File: src/rtl/compression_controller.sv
// Attack/hold/release scheduler that sets the compressor's 2-bit amount from sample magnitude.
// Optional peak meter (peak_clear/peak_level) is built when COMP_CTRL_PEAK_METER_EN is defined.
module compression_controller #(
    parameter int unsigned SAMPLING_RATE   = 24000,
    parameter int unsigned ATTACK_SAMPLES  = SAMPLING_RATE / 1000,
    parameter int unsigned HOLD_SAMPLES    = SAMPLING_RATE / 10,
    parameter int unsigned RELEASE_SAMPLES = SAMPLING_RATE / 20,
    parameter int unsigned THRESHOLD_1     = 512,
    parameter int unsigned THRESHOLD_2     = 1024,
    parameter int unsigned THRESHOLD_3     = 1536
) (
    input  logic               clock,
    input  logic               reset,
    input  logic               ready,
    input  logic signed [11:0] incoming_sample,
    input  logic               manual_en,
    input  logic        [1:0]  manual_amount,
`ifdef COMP_CTRL_PEAK_METER_EN
    input  logic               peak_clear,
    output logic        [10:0] peak_level,
`endif
    output logic        [1:0]  compression_amount,
    output logic               amount_changed,
    output logic        [1:0]  state_out
);

    localparam int unsigned ATK_W = $clog2(ATTACK_SAMPLES + 1);
    localparam int unsigned HLD_W = $clog2(HOLD_SAMPLES + 1);
    localparam int unsigned REL_W = $clog2(RELEASE_SAMPLES + 1);

    localparam logic [1:0] StIdle    = 2'd0;
    localparam logic [1:0] StAttack  = 2'd1;
    localparam logic [1:0] StHold    = 2'd2;
    localparam logic [1:0] StRelease = 2'd3;

    logic [1:0]       r_state, w_state_d;
    logic [1:0]       r_amt, w_amt_d;
    logic [ATK_W-1:0] r_atk_cnt, w_atk_cnt_d;
    logic [HLD_W-1:0] r_hold_cnt, w_hold_cnt_d;
    logic [REL_W-1:0] r_rel_cnt, w_rel_cnt_d;
    logic [1:0]       r_comp_amt, w_comp_amt_d;
    logic             r_changed;

    logic [10:0] w_mag;
    logic [1:0]  w_target;
    logic        w_atk_done, w_hold_done, w_rel_done;

    // -2048 has no 11-bit magnitude, so it saturates to 2047.
    always_comb begin
        if (incoming_sample == 12'sh800) begin
            w_mag = 11'h7FF;
        end else if (incoming_sample[11]) begin
            w_mag = ~incoming_sample[10:0] + 11'd1;
        end else begin
            w_mag = incoming_sample[10:0];
        end
    end

    assign w_target = {1'b0, (32'(w_mag) >= THRESHOLD_1)}
                    + {1'b0, (32'(w_mag) >= THRESHOLD_2)}
                    + {1'b0, (32'(w_mag) >= THRESHOLD_3)};

    assign w_atk_done  = (32'(r_atk_cnt) + 32'd1) >= ATTACK_SAMPLES;
    assign w_hold_done = (32'(r_hold_cnt) + 32'd1) >= HOLD_SAMPLES;
    assign w_rel_done  = (32'(r_rel_cnt) + 32'd1) >= RELEASE_SAMPLES;

    always_comb begin
        w_state_d    = r_state;
        w_amt_d      = r_amt;
        w_atk_cnt_d  = r_atk_cnt;
        w_hold_cnt_d = r_hold_cnt;
        w_rel_cnt_d  = r_rel_cnt;
        if (manual_en) begin
            w_state_d    = StIdle;
            w_amt_d      = 2'd0;
            w_atk_cnt_d  = '0;
            w_hold_cnt_d = '0;
            w_rel_cnt_d  = '0;
        end else if (ready) begin
            case (r_state)
                StIdle: begin
                    if (w_target > r_amt) begin
                        w_state_d   = StAttack;
                        w_atk_cnt_d = ATK_W'(1);
                    end
                end
                StAttack: begin
                    if (w_target > r_amt) begin
                        if (w_atk_done) begin
                            if (r_amt != 2'd3) w_amt_d = r_amt + 2'd1;
                            w_state_d    = StHold;
                            w_atk_cnt_d  = '0;
                            w_hold_cnt_d = '0;
                        end else begin
                            w_atk_cnt_d = r_atk_cnt + ATK_W'(1);
                        end
                    end else begin
                        w_state_d    = StHold;
                        w_atk_cnt_d  = '0;
                        w_hold_cnt_d = '0;
                    end
                end
                StHold: begin
                    if (w_target > r_amt) begin
                        w_state_d    = StAttack;
                        w_atk_cnt_d  = ATK_W'(1);
                        w_hold_cnt_d = '0;
                    end else if (r_amt == 2'd0) begin
                        w_state_d    = StIdle;
                        w_hold_cnt_d = '0;
                    end else if (w_target == r_amt) begin
                        w_hold_cnt_d = '0;
                    end else if (w_hold_done) begin
                        w_state_d    = StRelease;
                        w_hold_cnt_d = '0;
                        w_rel_cnt_d  = '0;
                    end else begin
                        w_hold_cnt_d = r_hold_cnt + HLD_W'(1);
                    end
                end
                default: begin
                    if (w_target > r_amt) begin
                        w_state_d   = StAttack;
                        w_atk_cnt_d = ATK_W'(1);
                        w_rel_cnt_d = '0;
                    end else if (w_target == r_amt) begin
                        w_state_d    = StHold;
                        w_hold_cnt_d = '0;
                        w_rel_cnt_d  = '0;
                    end else if (w_rel_done) begin
                        w_amt_d     = r_amt - 2'd1;
                        w_rel_cnt_d = '0;
                        if (r_amt == 2'd1) w_state_d = StIdle;
                    end else begin
                        w_rel_cnt_d = r_rel_cnt + REL_W'(1);
                    end
                end
            endcase
        end
    end

    assign w_comp_amt_d = manual_en ? manual_amount : w_amt_d;

    always_ff @(posedge clock or negedge reset) begin
        if (!reset) begin
            r_state    <= StIdle;
            r_amt      <= 2'd0;
            r_atk_cnt  <= '0;
            r_hold_cnt <= '0;
            r_rel_cnt  <= '0;
            r_comp_amt <= 2'd0;
            r_changed  <= 1'b0;
        end else begin
            r_state    <= w_state_d;
            r_amt      <= w_amt_d;
            r_atk_cnt  <= w_atk_cnt_d;
            r_hold_cnt <= w_hold_cnt_d;
            r_rel_cnt  <= w_rel_cnt_d;
            r_comp_amt <= w_comp_amt_d;
            r_changed  <= (w_comp_amt_d != r_comp_amt);
        end
    end

    assign compression_amount = r_comp_amt;
    assign amount_changed     = r_changed;
    assign state_out          = r_state;

`ifdef COMP_CTRL_PEAK_METER_EN
    logic [10:0] r_peak;

    // A clear coinciding with a ready sample restarts the peak at that sample.
    always_ff @(posedge clock or negedge reset) begin
        if (!reset) begin
            r_peak <= 11'd0;
        end else if (peak_clear) begin
            r_peak <= ready ? w_mag : 11'd0;
        end else if (ready && (w_mag > r_peak)) begin
            r_peak <= w_mag;
        end
    end

    assign peak_level = r_peak;
`endif

endmodule

File: config.mk
export PLATFORM = sky130hd
export DESIGN_NAME = compression_controller
export DESIGN_NICKNAME = d
export VERILOG_FILES = /design/src/rtl/compression_controller.sv
export SDC_FILE = /design/constraint.sdc
export NUM_CORES = 1
export LEC_CHECK = 0
export ABC_CLOCK_PERIOD_IN_PS = 3000
export CORE_MARGIN = 2
export CORE_UTILIZATION = 38
export DETAILED_ROUTE_END_ITERATION = 6
export PLACE_DENSITY_LB_ADDON = 0.05
export SETUP_SLACK_MARGIN = 0.15
export SLEW_MARGIN = 20
export SYNTH_ARGS = -nofsm -noshare
export SYNTH_HDL_FRONTEND = slang
export SYNTH_SLANG_ARGS = --single-unit
File: constraint.sdc
create_clock -name clock -period 3 [get_ports clock]
set_clock_uncertainty 0.1 [all_clocks]
set_input_delay 0.6 -clock clock [delete_from_list [all_inputs] [get_ports clock]]
set_output_delay 0.6 -clock clock [all_outputs]
set_load 0.005 [all_outputs]
# After elaboration in Yosys (flattened, before gate mapping)
# Cells that the tools add are included.
[word_totals]
ff_bits = 35
inputBits = 18
output_inout_bits = 5
elab_cells = 110
[op_classes]
addsub = 11
n_lt_le_gt_ge = 7
eq_ne = 18
mux = 53
n_bitwise = 1
reduce_logical = 13
[op_table]
columns = ["cell", "count"]
rows = [
  ["11-bit 2-to-1 mux", 11],
  ["12-bit 2-to-1 mux", 10],
  ["2-bit 2-to-1 mux", 22],
  ["12-bit one-hot mux with 3 select lines", 1],
  ["5-bit 2-to-1 mux", 6],
  ["11-bit by 1-bit adder with 11-bit output, second input constant", 2],
  ["11-bit >= comparator, second input constant", 2],
  ["11-bit one-hot mux with 2 select lines", 1],
  ["3-bit != test, second input constant", 5],
  ["12-bit by 1-bit adder with 13-bit output, second input constant", 1],
  ["13-bit by 12-bit >= comparator with 1-bit output, second input constant", 1],
  ["11-bit by 1-bit adder with 12-bit output, second input constant", 1],
  ["12-bit by 1-bit adder with 12-bit output, second input constant", 1],
  ["12-bit == test, second input constant", 1],
  ["12-bit by 11-bit >= comparator with 1-bit output, second input constant", 1],
  ["6-bit nonzero test", 2],
  ["11-bit by 10-bit >= comparator with 1-bit output, second input constant", 1],
  ["11-bit NOT", 1],
  ["5-bit != test, second input constant", 2],
  ["7-bit AND reduction", 1],
  ["5-bit by 1-bit adder with 6-bit output, second input constant", 1],
  ["6-bit by 5-bit >= comparator with 1-bit output, second input constant", 1],
  ["2-bit one-hot mux with 3 select lines", 1],
  ["6-bit AND reduction", 1],
  ["22 further kinds", 26],
]

# Depth between registers and ports, before layout
[logic_depth]
depth_word = 15
mapped_depth = 18
depth_no_buf = 18

# Worst setup path before layout
# OpenSTA, ideal clock, no wires.
[synth_path]
path_kind = "input to register"
startpoint = "input port incoming_sample[2]"
endpoint = "register r_changed (netlist: amount_changed)"
setup_time_ps = 134
arrival_ps = 3928
t_required_ps = 2766
path_slack_ps = -1162
path_stages = 17
n_path_buf = 0
path_cell_list = "nor4_1 nand2_1 nor3_1 nor2b_1 xnor2_1 nand2b_1 fa_1 inv_1 ha_1 nand2_1 o21a_1 a21boi_0 nor2_1 o31a_1 o311ai_0 a211o_1 nand4_1"
[synth_between]
elab_chain_cells = 15
elab_cells_between_ends = 20
classes_between = "add/sub: 3; order compare: 4; eq/ne: 3; mux: 9; bitwise: 1"
[synth_lines]
columns = ["item", "line_no", "rtl"]
rows = [
  ["start, declared", "15", "input logic signed [11:0] incoming_sample,"],
  ["11-bit NOT", "53", "w_mag = ~incoming_sample[10:0] + 11'd1;"],
  ["11-bit by 1-bit adder with 11-bit output", "53", ""],
  ["11-bit 2-to-1 mux", "52", "end else if (incoming_sample[11]) begin"],
  ["11-bit 2-to-1 mux *", "50", "if (incoming_sample == 12'sh800) begin"],
  ["11-bit by 10-bit >= comparator with 1-bit output / 11-bit >= comparator (equally long branches)", "59, 60", ""],
  ["1-bit by 1-bit adder with 2-bit output", "60", "+ {1'b0, (32'(w_mag) >= THRESHOLD_2)}"],
  ["2-bit by 1-bit adder with 2-bit output *", "61", "+ {1'b0, (32'(w_mag) >= THRESHOLD_3)};"],
  ["2-bit == test", "126", "end else if (w_target == r_amt) begin"],
  ["2-bit 2-to-1 mux", "126", ""],
  ["2-bit 2-to-1 mux", "122", "if (w_target > r_amt) begin"],
  ["2-bit one-hot mux with 2 select lines *", "80", "case (r_state)"],
  ["2-bit 2-to-1 mux *", "79", "end else if (ready) begin"],
  ["2-bit 2-to-1 mux *", "73", "if (manual_en) begin"],
  ["2-bit 2-to-1 mux *", "142", "assign w_comp_amt_d = manual_en ? manual_amount : w_amt_d;"],
  ["2-bit != test *", "160", "r_changed <= (w_comp_amt_d != r_comp_amt);"],
  ["end signal, assigned", "160", ""],
  ["end, declared", "42", "logic r_changed;"],
]
# Every way passes the cells marked *; elsewhere a longest branch is shown, timed or not.
# A chain may end at the register's enable or synchronous reset.

# Final worst setup path
[layout_path]
startpoint = "input port incoming_sample[3]"
endpoint = "register r_changed (netlist: amount_changed)"
# Same word-level chain as after synthesis.

==> impl_metrics.json <==
{
  "synth_edf_count": 0,
  "grt_pass1_wl_mm": 13.1,
  "fin_setup_tns_ps": -25050,
  "io_buffers": 22,
  "fmax_mhz": 263,
  "io_pins": 23,
  "avgSynthCellArea_um2": 8.47,
  "power_density_mw_per_mm2": 438,
  "synthFlopType": "dfrtp_1",
  "path_clk_slew_ps": 80,
  "cp.required_ps": 3080,
  "drc": 0,
  "fp.dieH_um": 89.7,
  "viasPerCell": 5.66,
  "fin_crit_ps": 3800,
  "synth_compound_area_share_pct": 29.7,
  "cpPeakStageDelay_ps": 490,
  "gr-total-overflow": 0,
  "cts_tree": "yes",
  "area_growth_pct": 39.7,
  "crit_chain": "buf_6 -> nor4_4 -> nand2_2 -> nor3_4 -> nor2b_1 -> xnor2_1 -> nand2b_4 -> fa_1 -> inv_2 -> ha_4 -> buf_6 -> nand2_4 -> o21a_1 -> a21boi_2 -> nor2_1 -> o31a_1 -> o311ai_4 -> a211o_1 -> nand4_1",
  "drt_iter0_drc": 137,
  "root_buffer": "clkbuf_8",
  "multi_input_area_mm2": 0.00215,
  "cap_viol_max_count": 0,
  "synthTopCellsByArea": "dfrtp_1 (31%), ha_1 (6.3%), a22o_1 (5.0%), o21ai_0 (3.9%), nand2_1 (3.8%)",
  "startpoint_type": "input port",
  "cpMaxStageDelayCell": "fa_1",
  "n_antenna_cell": 0,
  "power_mw": 1.71,
  "rows": 31,
  "ys_types": 62,
  "gp_congestion": 0.811,
  "die_area_mm2": 0.00805,
  "critPathKind": "input port to flop",
  "fillerInstances": 640,
  "reg2reg_to": "r_rel_cnt[2]",
  "antenna_found_initial": 0,
  "outcome": "finished with violations",
  "end_kind": "flop",
  "layout.nets": 425,
  "synth_area_leader_cell": "dfrtp_1",
  "grt_max_degree": 36,
  "async_reset_ff_share_pct": 100,
  "finalHoldViolations": 0,
  "first_pass_iters": 4,
  "fin_area_mm2": 0.00390,
  "insertion_delay_ps": 290,
  "violations": "negative setup slack",
  "leakage_nw": 1.63,
  "crit_family": "compound AO/OA/AOI/OAI gates",
  "drive_gt1_share_pct": 28.0,
  "synth_common_cells": "dfrtp_1 (35), nand2_1 (28), nor2_1 (23)",
  "setup_viol": 35,
  "worstMarginPinSlew_ps": 842,
  "cp.arrival_ps": 3880,
  "synth_top_family_by_area": "compound AO/OA/AOI/OAI gates",
  "synth.most_common_cell": "dfrtp_1",
  "r2r_cells": 10,
  "synth-xor-area-share_pct": 0.313,
  "placed_cell_area_mm2": 0.00335,
  "syn_nets": 363,
  "period_share_pct": 127,
  "hp-class": "input port to async pin",
  "wire_per_inst_um": 15.7,
  "slew_headroom_pct": 43.8,
  "finalNonFillerCells": 492,
  "crit_top_cell": "buf_6",
  "rsz0062_at_grt": "true",
  "finalWirelength_mm": 7.73,
  "yosysWarnings": 0,
  "syn_area_mm2": 0.00279,
  "reg2reg_from": "r_hold_cnt[1]",
  "fin_hold_ws_ps": 302,
  "htreeDepth": 2,
  "muxShareOfSynthArea_pct": 2.19,
  "synth-seq-cells": 35,
  "synth-simple-area-share_pct": 25.0,
  "grt_pass1_vias": 2762,
  "placed_cells": 468,
  "hpwlAfterDp_mm": 5.00,
  "synth.top_cell.area_share_pct": 31.3,
  "seq_area_frac_synth_pct": 31.3,
  "vias": 2783,
  "peakVddDrop_v": 0.000190,
  "initial_core_util_pct": 38.9,
  "layout.area.seq_um2": 876,
  "die_w_um": 89.7,
  "slew_viol_final": 0,
  "crit_buf_inv": 3,
  "clock-sinks": 35,
  "reg2reg_slack_ps": 50,
  "ant_nets": 0,
  "cts_buffers": 5,
  "synthCells": 330,
  "synthAdderAreaFrac_pct": 6.99,
  "track_usage_pct": 19.4,
  "final.setup.worst_slack_ps": -804,
  "clock_path_buffers": 2,
  "cp_max_fo": 4,
  "core_area_mm2": 0.00718
}
==> stage by stage <==
stage                     util, %  setup WS (ps)
after floorplan                 -           -715
after global placement       46.7          -1350
after detailed placement     46.7          -1450
after CTS                    51.6           -806
after global routing         54.4           -982
final                        54.4           -804
==> state kept, by name, summed over array words and instances, names as in the netlist <==
register	flops
r_atk_cnt	5
compression_amount	2
r_hold_cnt	12
state_out	2
r_rel_cnt	11
r_amt	2
amount_changed	1
==> area by class of cell <==
cell class | count | share of cell area (%)
inverter | 20 | 1.92
tap | 99 | 3.17
multi-input combinational | 268 | 55.1
clock buffer | 8 | 2.56
timing repair buffer | 62 | 14.8
sequential | 35 | 22.4
==> per-layer routing <==
layer / track usage (%) / share of wire (%) / vias to the layer above
met5: 0 / 0 / -
met4: 5.64 / 0.75 / 0
met3: 3.27 / 4.2 / 4
met2: 32.1 / 49 / 56
met1: 26.1 / 46 / 1348
li1: - / - / 1375
==> power breakdown <==
part	leakage, nW	internal [mW]	switching, mW
logic	1.10	0.384	0.399
clock network	0.0515	0.210	0.182
registers	0.481	0.500	0.0361
total	1.63	1.09	0.617
==> worst max-delay path by stage <==
stage / startpoint / endpoint / depth (start not counted)
5_1_grt: incoming_sample[3] / amount_changed / 19
2_1_floorplan: incoming_sample[2] / amount_changed / 17
4_1_cts: incoming_sample[7] / amount_changed / 18
6_report: incoming_sample[3] / amount_changed / 19
3_5_place_dp: incoming_sample[2] / amount_changed / 18
3_3_place_gp: incoming_sample[2] / amount_changed / 18
==> logic make-up after synthesis <==
| kind of cell | after synthesis |
|---|---|
| mux | 6 |
| compound gates | 115 |
| flops | 35 |
| simple gates | 129 |
| buf+inv | 29 |
| xor+xnor | 1 |
| fa+ha+maj | 15 |
==> worst reg2reg max path, stage by stage, from the launching register on <==
cell and delay [ps]:
dfrtp_1 450, ha_1 240, nand3_1 140, nor4_1 400
nand2_1 140, a221o_1 340, a31o_2 330, o221ai_2 250
buf_12 170, o21ai_1 70, a22o_1 200
==> timing repair <==
item                       CTS  global route
buffers inserted             9             4
pin swaps                   29            31
hold buffers                 0             0
setup endpoints to repair   35            35
gates cloned                 2             1
gates resized for setup     62            35
==> placed cells by master, fill, tap and decap left out, types with 12 or more instances in the layout <==
cell,n
a22o_1,16
a21oi_1,12
clkdlybuf4s50_1,12
inv_1,19
ha_1,12
nor3_1,12
nand3_1,14
dfrtp_1,35
buf_6,17
nor2_1,20
o21ai_1,15
buf_4,24
nand2_1,26
(Power assumes the default switching activity.)
